$ cat config.mk
export PLATFORM = sky130hd
export DESIGN_NAME = fetch_stage
export DESIGN_NICKNAME = d
export VERILOG_FILES = /design/src/rtl/cpu_pkg.sv /design/src/rtl/fetch_buf.sv /design/src/rtl/fetch_stage.sv
export SDC_FILE = /design/constraint.sdc
export NUM_CORES = 1
export LEC_CHECK = 0
export ABC_AREA = 1
export CAP_MARGIN = 20
export CORE_AREA = 2 2 202 204
export DETAILED_ROUTE_END_ITERATION = 7
export DIE_AREA = 0 0 204 206
export MAX_ROUTING_LAYER = met4
export PLACE_DENSITY = 0.69
export SLEW_MARGIN = 10
export SYNTH_ARGS = -nofsm -noshare
export SYNTH_HDL_FRONTEND = slang
export SYNTH_SLANG_ARGS = --single-unit
$ cat constraint.sdc
create_clock -name clk -period 4.13 [get_ports clk]
set_input_delay 0.826 -clock clk [delete_from_list [all_inputs] [get_ports clk]]
set_output_delay 0.826 -clock clk [all_outputs]
set_load 0.1 [all_outputs]
$ cat src/rtl/cpu_pkg.sv
// Shared CPU types and constants used by the fetch front end.
package cpu_pkg;

   localparam int XLEN    = 64;
   localparam int INSTR_W = 32;

   typedef logic [XLEN-1:0]    addr_t;
   typedef logic [INSTR_W-1:0] instr_t;

   localparam addr_t INSTR_BYTES = addr_t'(4);

   typedef enum logic {
      BOOT,
      RUN
   } fetch_state_t;

   typedef struct packed {
      instr_t instr;
      addr_t  pc;
   } buf_entry_t;

   function automatic addr_t word_align(addr_t a);
      return a & ~(INSTR_BYTES - addr_t'(1));
   endfunction

endpackage

$ cat src/rtl/fetch_buf.sv
// Small FIFO of fetched {instr, pc} pairs; DEPTH must be a power of two (2 or 4).
module fetch_buf
   import cpu_pkg::*;
#(
   parameter  int DEPTH = 2,
   localparam int PTR_W = $clog2(DEPTH),
   localparam int CNT_W = $clog2(DEPTH + 1)
) (
   input  logic             clk,
   input  logic             reset,
   input  logic             flush,
   input  logic             push,
   input  buf_entry_t       push_entry,
   input  logic             pop,
   output buf_entry_t       head_entry,
   output logic [CNT_W-1:0] count
);

   buf_entry_t       mem_q [DEPTH];
   logic [PTR_W-1:0] rd_ptr_q, rd_ptr_d;
   logic [PTR_W-1:0] wr_ptr_q, wr_ptr_d;
   logic [CNT_W-1:0] count_q, count_d;
   logic             do_push, do_pop, full;

   // Flush dominates; a push at full is only accepted alongside a pop.
   always_comb begin
      full     = (count_q == CNT_W'(DEPTH));
      do_pop   = pop & ~flush & (count_q != '0);
      do_push  = push & ~flush & (~full | do_pop);
      rd_ptr_d = rd_ptr_q;
      wr_ptr_d = wr_ptr_q;
      count_d  = count_q;
      if (flush) begin
         rd_ptr_d = '0;
         wr_ptr_d = '0;
         count_d  = '0;
      end else begin
         if (do_push) wr_ptr_d = wr_ptr_q + PTR_W'(1);
         if (do_pop)  rd_ptr_d = rd_ptr_q + PTR_W'(1);
         count_d = count_q + CNT_W'(do_push) - CNT_W'(do_pop);
      end
   end

   always_ff @(posedge clk or negedge reset) begin
      if (!reset) begin
         rd_ptr_q <= '0;
         wr_ptr_q <= '0;
         count_q  <= '0;
         for (int i = 0; i < DEPTH; i++) mem_q[i] <= '0;
      end else begin
         rd_ptr_q <= rd_ptr_d;
         wr_ptr_q <= wr_ptr_d;
         count_q  <= count_d;
         if (do_push) mem_q[wr_ptr_q] <= push_entry;
      end
   end

   assign head_entry = mem_q[rd_ptr_q];
   assign count      = count_q;

endmodule

$ cat src/rtl/fetch_stage.sv
// Instruction-fetch front end: owns the PC, issues imem reads, buffers returned
// words and hands them to decode; redirects squash everything still in flight.
module fetch_stage
   import cpu_pkg::*;
#(
   parameter addr_t RESET_PC  = 64'h0,
   parameter int    BUF_DEPTH = 2
) (
   input  logic   clk,
   input  logic   reset,
   output logic   imem_req,
   output addr_t  imem_addr,
   input  instr_t imem_rdata,
   input  logic   redirect,
   input  addr_t  redirect_pc,
   input  logic   id_ready,
   output logic   id_valid,
   output instr_t id_instr,
   output addr_t  id_pc,
   output addr_t  id_pc4
);

   localparam int CNT_W = $clog2(BUF_DEPTH + 1);
   localparam int OCC_W = CNT_W + 1;
   localparam logic [OCC_W-1:0] DEPTH_O = OCC_W'(BUF_DEPTH);

   fetch_state_t     state_q, state_d;
   addr_t            pc_q, pc_d;
   logic             epoch_q, epoch_d;
   logic             inflight_q, inflight_d;
   logic             infl_epoch_q, infl_epoch_d;
   addr_t            infl_pc_q, infl_pc_d;

   logic [CNT_W-1:0] buf_count;
   buf_entry_t       head_entry;
   buf_entry_t       push_entry;
   logic             pop, issue, rsp_live, push;
   logic [OCC_W-1:0] occupancy;

   // A response only counts toward occupancy if it was issued in the current epoch.
   always_comb begin
      pop        = id_valid & id_ready;
      rsp_live   = inflight_q & (infl_epoch_q == epoch_q);
      occupancy  = {1'b0, buf_count} + OCC_W'(rsp_live) - OCC_W'(pop);
      issue      = (state_q == RUN) && (occupancy < DEPTH_O);
      push       = rsp_live & ~redirect;
      push_entry = '{instr: imem_rdata, pc: infl_pc_q};

      imem_req     = issue;
      imem_addr    = pc_q;
      state_d      = state_q;
      pc_d         = pc_q;
      epoch_d      = epoch_q;
      inflight_d   = issue;
      infl_epoch_d = epoch_q;
      infl_pc_d    = infl_pc_q;

      if (state_q == BOOT) state_d = RUN;
      if (issue) begin
         infl_pc_d = pc_q;
         pc_d      = pc_q + INSTR_BYTES;
      end
      if (redirect) begin
         pc_d    = word_align(redirect_pc);
         epoch_d = ~epoch_q;
         state_d = RUN;
      end
   end

   always_ff @(posedge clk or negedge reset) begin
      if (!reset) begin
         state_q      <= BOOT;
         pc_q         <= RESET_PC;
         epoch_q      <= 1'b0;
         inflight_q   <= 1'b0;
         infl_epoch_q <= 1'b0;
         infl_pc_q    <= '0;
      end else begin
         state_q      <= state_d;
         pc_q         <= pc_d;
         epoch_q      <= epoch_d;
         inflight_q   <= inflight_d;
         infl_epoch_q <= infl_epoch_d;
         infl_pc_q    <= infl_pc_d;
      end
   end

   fetch_buf #(.DEPTH(BUF_DEPTH)) u_buf (
      .clk        (clk),
      .reset      (reset),
      .flush      (redirect),
      .push       (push),
      .push_entry (push_entry),
      .pop        (pop),
      .head_entry (head_entry),
      .count      (buf_count)
   );

   assign id_valid = (buf_count != '0);
   assign id_instr = id_valid ? head_entry.instr : '0;
   assign id_pc    = id_valid ? head_entry.pc : '0;
   assign id_pc4   = id_valid ? head_entry.pc + INSTR_BYTES : '0;

endmodule
==> metrics.yaml, run 1 <==
final_common_cell: "nand2_1"
ys_seq_area_frac: 0.4237
grt_pass1_vias: 17585
dieArea_mm2: 0.04202
cts_sinks: 320
first_pass_iters: 8
ios: 326
htreeDepth: 2
outcome: "finished clean"
cts_tree: "built"
layout_common_cells: "nand2_1 (986), inv_1 (342), dfrtp_1 (319)"
wl_per_cell_um: 17.93
slowest_delay_ns: 0.46
gp_congestion: 0.9710
clockRootBuffer: "clkbuf_16"
post-route-period-util: 0.9690
drt_iter0_drc: 1644
vias: 18768
portBuffers: 317
ctsHoldBuffers: 0
grt-ovfl-total: 0
setup_viol: 0
start_util: 0.4703
powerDensity_mw_per_mm2: 934.5
relSlewSlack: 0.2941
min_period_ns: 4.002
die_h_um: 206
ant_nets: 0
via_per_inst: 5.206
leakagePower_nw: 11.24
final_hold_viol_count: 0
rows: 74
core_mm2: 0.04018
ys_types: 43
skew_ns: 0.02043
grt_max_degree: 117
avgSynthCellArea_um2: 6.827
start_kind: "input port"
drt_wl_total_mm: 64.64
area_growth_pct: 29.27
synthesis.area_mm2: 0.01890
yosys_warnings: 0
drc_errors: 0
synth_cells: 2768
instances_no_fill: 3605
cts_made_buffers: 38
hpwlAfterDp_mm: 48.33
nets: 3149
worst-path-max-fanout: 3
clockBufferDepth: 3
fmax_mhz: 249.9
min_path_type: "input port to asynchronous set/reset pin"
grtUsageTotal: 0.3147
fin_hold_ws_ns: 0.2311
cp.arrival_ns: 3.18
slew_violations: 0
drv_cap: 0
clk_latency_ns: 0.57
path_common_cell: "inv_1"
grt_pass1_wl_mm: 100.2
crit_type: "input port to output port"
drive_gt1_frac: 0.1269
ys_seq_elements: 320
dp_cells: 3532
die_w_um: 204
clk_pin_slew_ns: 0.05
worstPathCellList: "clkdlybuf4s50_1 > inv_1 > nor2_4 > ha_1 > or3_1 > fa_1 > or2_2 > nand3_4 > inv_1 > buf_12"
tightest_slew_ns: 1.056
end_kind: "output port"
n_antenna_cell: 0
slowest_stage: "clkdlybuf4s50_1"
worstPathRequired_ns: 3.30
antenna_found_initial: 0
vdd_drop_max_mv: 0.7720
==> critical path: cells and delay by family <==
family	cells	cell delay, ns
buf+inv	4	0.78
simple gates	4	0.94
fa+ha+maj	2	0.62
==> cell families (layout without fill, tap and decap cells) <==
group           Yosys count  after routing  share of synthesized area
compound gates          433            433                     0.1218
simple gates           1504           1505                     0.3263
fa+ha+maj                 6              6                   0.004370
other cells               2              7                  0.0003974
flops                   320            320                     0.4237
mux                       1              1                  0.0005958
xor+xnor                 30             30                    0.01390
buf+inv                 472            771                     0.1089
==> area by class of cell <==
class | instances | area, um2
inverters | 351 | 1323
repair buffers | 350 | 4030
clock buffers | 45 | 1007
fillers | 3749 | 15750
clock inverters | 25 | 370.4
multi-input cells | 1982 | 9022
well taps | 532 | 665.6
flip-flops and latches | 320 | 8011
==> what timing repair did <==
item / 4_1_cts / 5_1_grt
resized for setup: 1 / 12
cloned: 0 / 2
buffers inserted: 0 / 1
setup endpoints to repair: 1 / 32
pin swaps: 0 / 1
==> registers in the layout, indices dropped and copies added, names as in the netlist <==
name and count:
u_buf.mem_q 188, imem_addr 62, infl_pc_q 62, u_buf.count 2, epoch_q 1, infl_epoch_q 1
inflight_q 1, state_q 1, u_buf.rd_ptr_q 1, u_buf.wr_ptr_q 1
==> per-layer routing <==
metal | up-vias | wire length, um | global-route usage
met3 | 72 | 4418 | 0.04210
met4 | 0 | 1396 | 0.07117
met5 | - | 0 | -
met2 | 708 | 29040 | 0.4826
met1 | 8782 | 29780 | 0.4459
li1 | 9206 | - | -
==> cell usage after synthesis, drive strengths merged <==
master,instances,share of area
buf,72,0.029
nand3,114,0.032
fa,1,0.0011
nor2,307,0.068
conb,2,0.00040
nor3,30,0.0085
a21oi,51,0.014
nand2,1008,0.20
dfrtp,320,0.42
clkbuf,49,0.0097
a31oi,1,0.00033
o31ai,1,0.00040
or2,4,0.0013
inv,350,0.070
ha,5,0.0033
a31o,2,0.00093
xnor2,1,0.00046
mux2,1,0.00060
nand4,39,0.013
o21a,1,0.00040
clkinv,1,0.00020
o21bai,14,0.0056
o211ai,12,0.0048
nor4,1,0.00033
o221ai,7,0.0032
or3,1,0.00033
xor2,29,0.013
o21ai,343,0.092
o311ai,1,0.00046
==> power breakdown <==
group,internal (mW),total [mW],switching [mW]
Combinational,3.37,13.6,10.3
Clock,2.22,3.65,1.44
Sequential,4.47,5.55,1.08
==> metrics by stage <==
stage                     utilization   TNS (ns)  worst slack [ns]  power [mW]  instance area (um2)
final                          0.6080          0            0.1279       22.83                24430
after global routing           0.6080  -0.008294         -0.005524       24.14                24430
after CTS                      0.6056          0          0.009858       22.82                24340
after detailed placement       0.5712          0            0.1115       19.07                22950
after global placement         0.5712          0            0.1682       18.86                22950
after floorplan                     -    -0.5876           -0.4013       15.22                19020
==> final timing paths <==
kind	slack (ns)	from	cells past startpoint	end
max	0.13	id_ready	10	imem_req
min	0.23	reset	1	imem_addr[13]
max reg2reg	0.86	u_buf.count[1]	13	imem_addr[35]
min reg2reg	0.48	epoch_q	0	infl_epoch_q
max in group asynchronous	2.94	reset	2	u_buf.mem_q[21]
min in group clk	0.48	epoch_q	0	infl_epoch_q
Note: power is estimated with default switching activity, not from simulation.
==> run 2: changes to the inputs <==
--- a/config.mk
+++ b/config.mk
@@ -8,11 +8,11 @@
 export ABC_AREA = 1
 export CAP_MARGIN = 20
 export CORE_AREA = 2 2 202 204
+export CTS_CLUSTER_SIZE = 20
 export DETAILED_ROUTE_END_ITERATION = 7
 export DIE_AREA = 0 0 204 206
 export MAX_ROUTING_LAYER = met4
 export PLACE_DENSITY = 0.69
-export SLEW_MARGIN = 10
 export SYNTH_ARGS = -nofsm -noshare
 export SYNTH_HDL_FRONTEND = slang
 export SYNTH_SLANG_ARGS = --single-unit
==> results of run 2 <==
Same layout as run 1: the final DEF is identical, and so are final timing and power.
==> run 3: changes to the inputs <==
--- a/config.mk
+++ b/config.mk
@@ -5,14 +5,14 @@
 export SDC_FILE = /design/constraint.sdc
 export NUM_CORES = 1
 export LEC_CHECK = 0
-export ABC_AREA = 1
+export ABC_AREA = 0
 export CAP_MARGIN = 20
-export CORE_AREA = 2 2 202 204
+export CORE_AREA = 2 2 193 195
 export CTS_CLUSTER_SIZE = 20
 export DETAILED_ROUTE_END_ITERATION = 7
-export DIE_AREA = 0 0 204 206
+export DIE_AREA = 0 0 195 197
 export MAX_ROUTING_LAYER = met4
-export PLACE_DENSITY = 0.69
+export PLACE_DENSITY = 0.7
 export SYNTH_ARGS = -nofsm -noshare
 export SYNTH_HDL_FRONTEND = slang
 export SYNTH_SLANG_ARGS = --single-unit
==> metrics.yaml, run 3 <==
vias: 14540  # -23%
drv_cap: 0  # unchanged
area_growth_pct: 37.37
die_h_um: 197  # -4.4%
largest_reg_flops: 188  # unchanged
p_sw_frac: 0.4927  # -0.06662
synth_largest_area_cell: "dfrtp_1"
worstPathRequired_ns: 3.30  # about the same
ys_seq_area_frac: 0.4656  # +0.04186
tns_ns: 0  # unchanged
ys_types: 52  # +21%
layout_common_cells: "dfrtp_1 (319), mux2_2 (270), buf_4 (188)"
clockBufferDepth: 3  # unchanged
tightest_slew_ns: 1.084  # +0.02818 ns
regMostFlops: "u_buf.mem_q"
grtUsageTotal: 0.2824  # -0.03237
fmax_mhz: 242.6  # -2.9%
crit_type: "flip-flop to output port"
skew_ns: 0.02285  # +0.002420 ns
post-route-period-util: 0.9979  # +0.02891
yosys_warnings: 0  # unchanged
slowest_stage: "dfrtp_4"
power_frac_comb: 0.554  # -0.043
min_path_type: "input port to asynchronous set/reset pin"
hpwlAfterDp_mm: 38.64  # -20%
die_w_um: 195  # -4.4%
fillers: 2858  # -24%
first_pass_iters: 6  # -2
p_int_mw: 10.04  # -0.25%
wl_per_cell_um: 21.70  # +21%
clk_pin_slew_ns: 0.06  # about the same
ios: 326  # unchanged
synth_ff_type: "dfrtp_1"
dieArea_mm2: 0.03842  # -8.6%
core_mm2: 0.03626  # -9.8%
cts_tree: "built"
drt_iter0_drc: 1129  # -31%
seqPwrFrac: 0.289  # +0.046
gp_congestion: 0.9361  # -3.6%
n_antenna_cell: 0  # unchanged
via_per_inst: 5.908  # +13%
drive_gt1_frac: 0.3437  # +0.2168
p_switching_mw: 9.747  # -24%
cts_made_buffers: 35  # -7.9%
final_cell_area_mm2: 0.02363  # -3.3%
start_kind: "flip-flop"
ant_nets: 0  # unchanged
synth_top_area_share: 0.4656  # +0.04186
relSlewSlack: 0.2752  # -0.01885
antenna_found_initial: 0  # unchanged
grt-ovfl-total: 0  # unchanged
start_util: 0.4743  # +0.004032
pwr-share-clk: 0.157  # -0.003
cts_sinks: 320  # unchanged
grt_max_degree: 125  # +6.8%
worst-path-max-fanout: 6  # +3
rsz0062_at_grt: "yes"
drc_errors: 0  # unchanged
clk_latency_ns: 0.52  # -0.05 ns
multi_input_area_mm2: 0.009382  # +4.0%
avgSynthCellArea_um2: 10.78  # +58%
slew_violations: 0  # unchanged
ctsHoldBuffers: 0  # unchanged
fin_hold_ws_ns: 0.3862  # +0.1551 ns
path_common_cell: "buf_6"
synth.most_common_cell: "dfrtp_1"
nets: 2073  # -34%
clockRootBuffer: "clkbuf_16"
leakagePower_nw: 9.870  # -12%
outcome: "finished clean"
grt_pass1_vias: 14357  # -18%
min_period_ns: 4.121  # +0.1194 ns
synth-edff-count: 0  # unchanged
regArea_mm2: 0.008011  # unchanged
ys_seq_elements: 320  # unchanged
synthesis.area_mm2: 0.01720  # -9.0%
portBuffers: 317  # unchanged
drt_wl_total_mm: 53.41  # -17%
grt_pass1_wl_mm: 83.04  # -17%
htreeDepth: 2  # unchanged
post_dp_cell_area_mm2: 0.02189  # -4.7%
slowest_delay_ns: 0.56  # +0.10 ns
final_common_cell: "dfrtp_1"
async_flop_share: 1.000  # unchanged
cp.arrival_ns: 3.30  # +0.12 ns
final_hold_viol_count: 0  # unchanged
vdd_drop_max_mv: 0.4788  # -38%
setup_viol: 0  # unchanged
synth_cells: 1596  # -42%
powerDensity_mw_per_mm2: 837.3  # -10%
worstPathCellList: "buf_6 > nand3b_1 > a222oi_1 > buf_4 > nand4_1 > buf_6 > o31ai_1 > o41ai_4 > buf_12"
synthTopCellsByCount: "dfrtp_1 (320), mux2_2 (269), nor2_1 (159)"
end_kind: "output port"
synth_area_leaders: "dfrtp_1 (47%), mux2_2 (18%), mux2i_1 (5.2%)"
rows: 70  # -5.4%
[run 3: cell families (layout without fill, tap and decap cells)]
| logic type | after synthesis | count (layout) | synth area share |
|---|---|---|---|
| XOR/XNOR | 56 | 56 | 0.02852 |
| AND/OR/NAND/NOR | 569 | 569 | 0.1731 |
| multiplexers | 364 | 364 | 0.2318 |
| buffers and inverters | 108 | 500 | 0.02852 |
| AO/OA/AOI/OAI | 171 | 171 | 0.06715 |
| flip-flops | 320 | 320 | 0.4656 |
| adder cells (fa/ha/maj) | 6 | 6 | 0.004801 |
| other | 2 | 7 | 0.0004367 |
[run 3: area by class of cell]
class / count / share of cell area
Clock inverter: 10 / 0.004978
Tap cell: 468 / 0.02478
Sequential cell: 320 / 0.3391
Timing Repair Buffer: 423 / 0.1885
Inverter: 14 / 0.002224
Multi-Input combinational cell: 1173 / 0.3971
Clock buffer: 53 / 0.04332
[run 3: what timing repair did]
item / CTS / global route
gates resized for setup: 28 / 35
endpoints found under the setup margin: 30 / 29
buffers inserted: 17 / 19
pin swaps: 6 / 20
gates cloned: 0 / 0
[run 3: per-layer routing]
metal | vias to the layer above | wire, um | GRT usage
met4 | 0 | 1216 | 0.07068
met3 | 90 | 3151 | 0.03012
met5 | - | 0 | -
met2 | 538 | 24530 | 0.4288
li1 | 6633 | - | -
met1 | 7279 | 24510 | 0.4072
[run 3: worst max-delay path, delay by kind of cell, from the launching register on]
family	cells	cell delay, ns
flip-flops	1	0.56
AND/OR/NAND/NOR	2	0.46
buffers and inverters	4	0.82
AO/OA/AOI/OAI	3	0.92
[run 3: power by group through the flow]
stage	combinational [mW]	clock (mW)	sequential (mW)
final	11.0	3.11	5.72
after global routing	11.5	3.28	5.88
after CTS	10.9	3.16	5.66
after detailed placement	10.8	0	5.72
after global placement	10.6	0	5.60
after floorplan	7.68	0	5.64
[run 3: per-stage QoR]
step	std cells	worst slack, ns	power (mW)	util
after floorplan	1601	-0.2618	13.32	-
after CTS	2443	-0.03691	19.71	0.6429
final	2461	0.008523	19.78	0.6516
after global placement	2363	0.009809	16.24	0.6036
after detailed placement	2363	-0.02989	16.49	0.6036
after global routing	2461	-0.08643	20.62	0.6516
[run 3: path summary, 6_finish.rpt]
check / depth (start not counted) / start / slack [ns] / endpoint
max in group asynchronous: 2 / reset / 2.83 / u_buf.mem_q[105]
min in group clk: 0 / epoch_q / 0.43 / infl_epoch_q
hold / removal: 1 / reset / 0.39 / infl_pc_q[47]
setup reg to reg: 13 / u_buf.count[1] / 0.48 / imem_addr[49]
hold reg to reg: 0 / epoch_q / 0.43 / infl_epoch_q
setup / recovery: 9 / u_buf.rd_ptr_q / 0.009 / id_pc4[45]
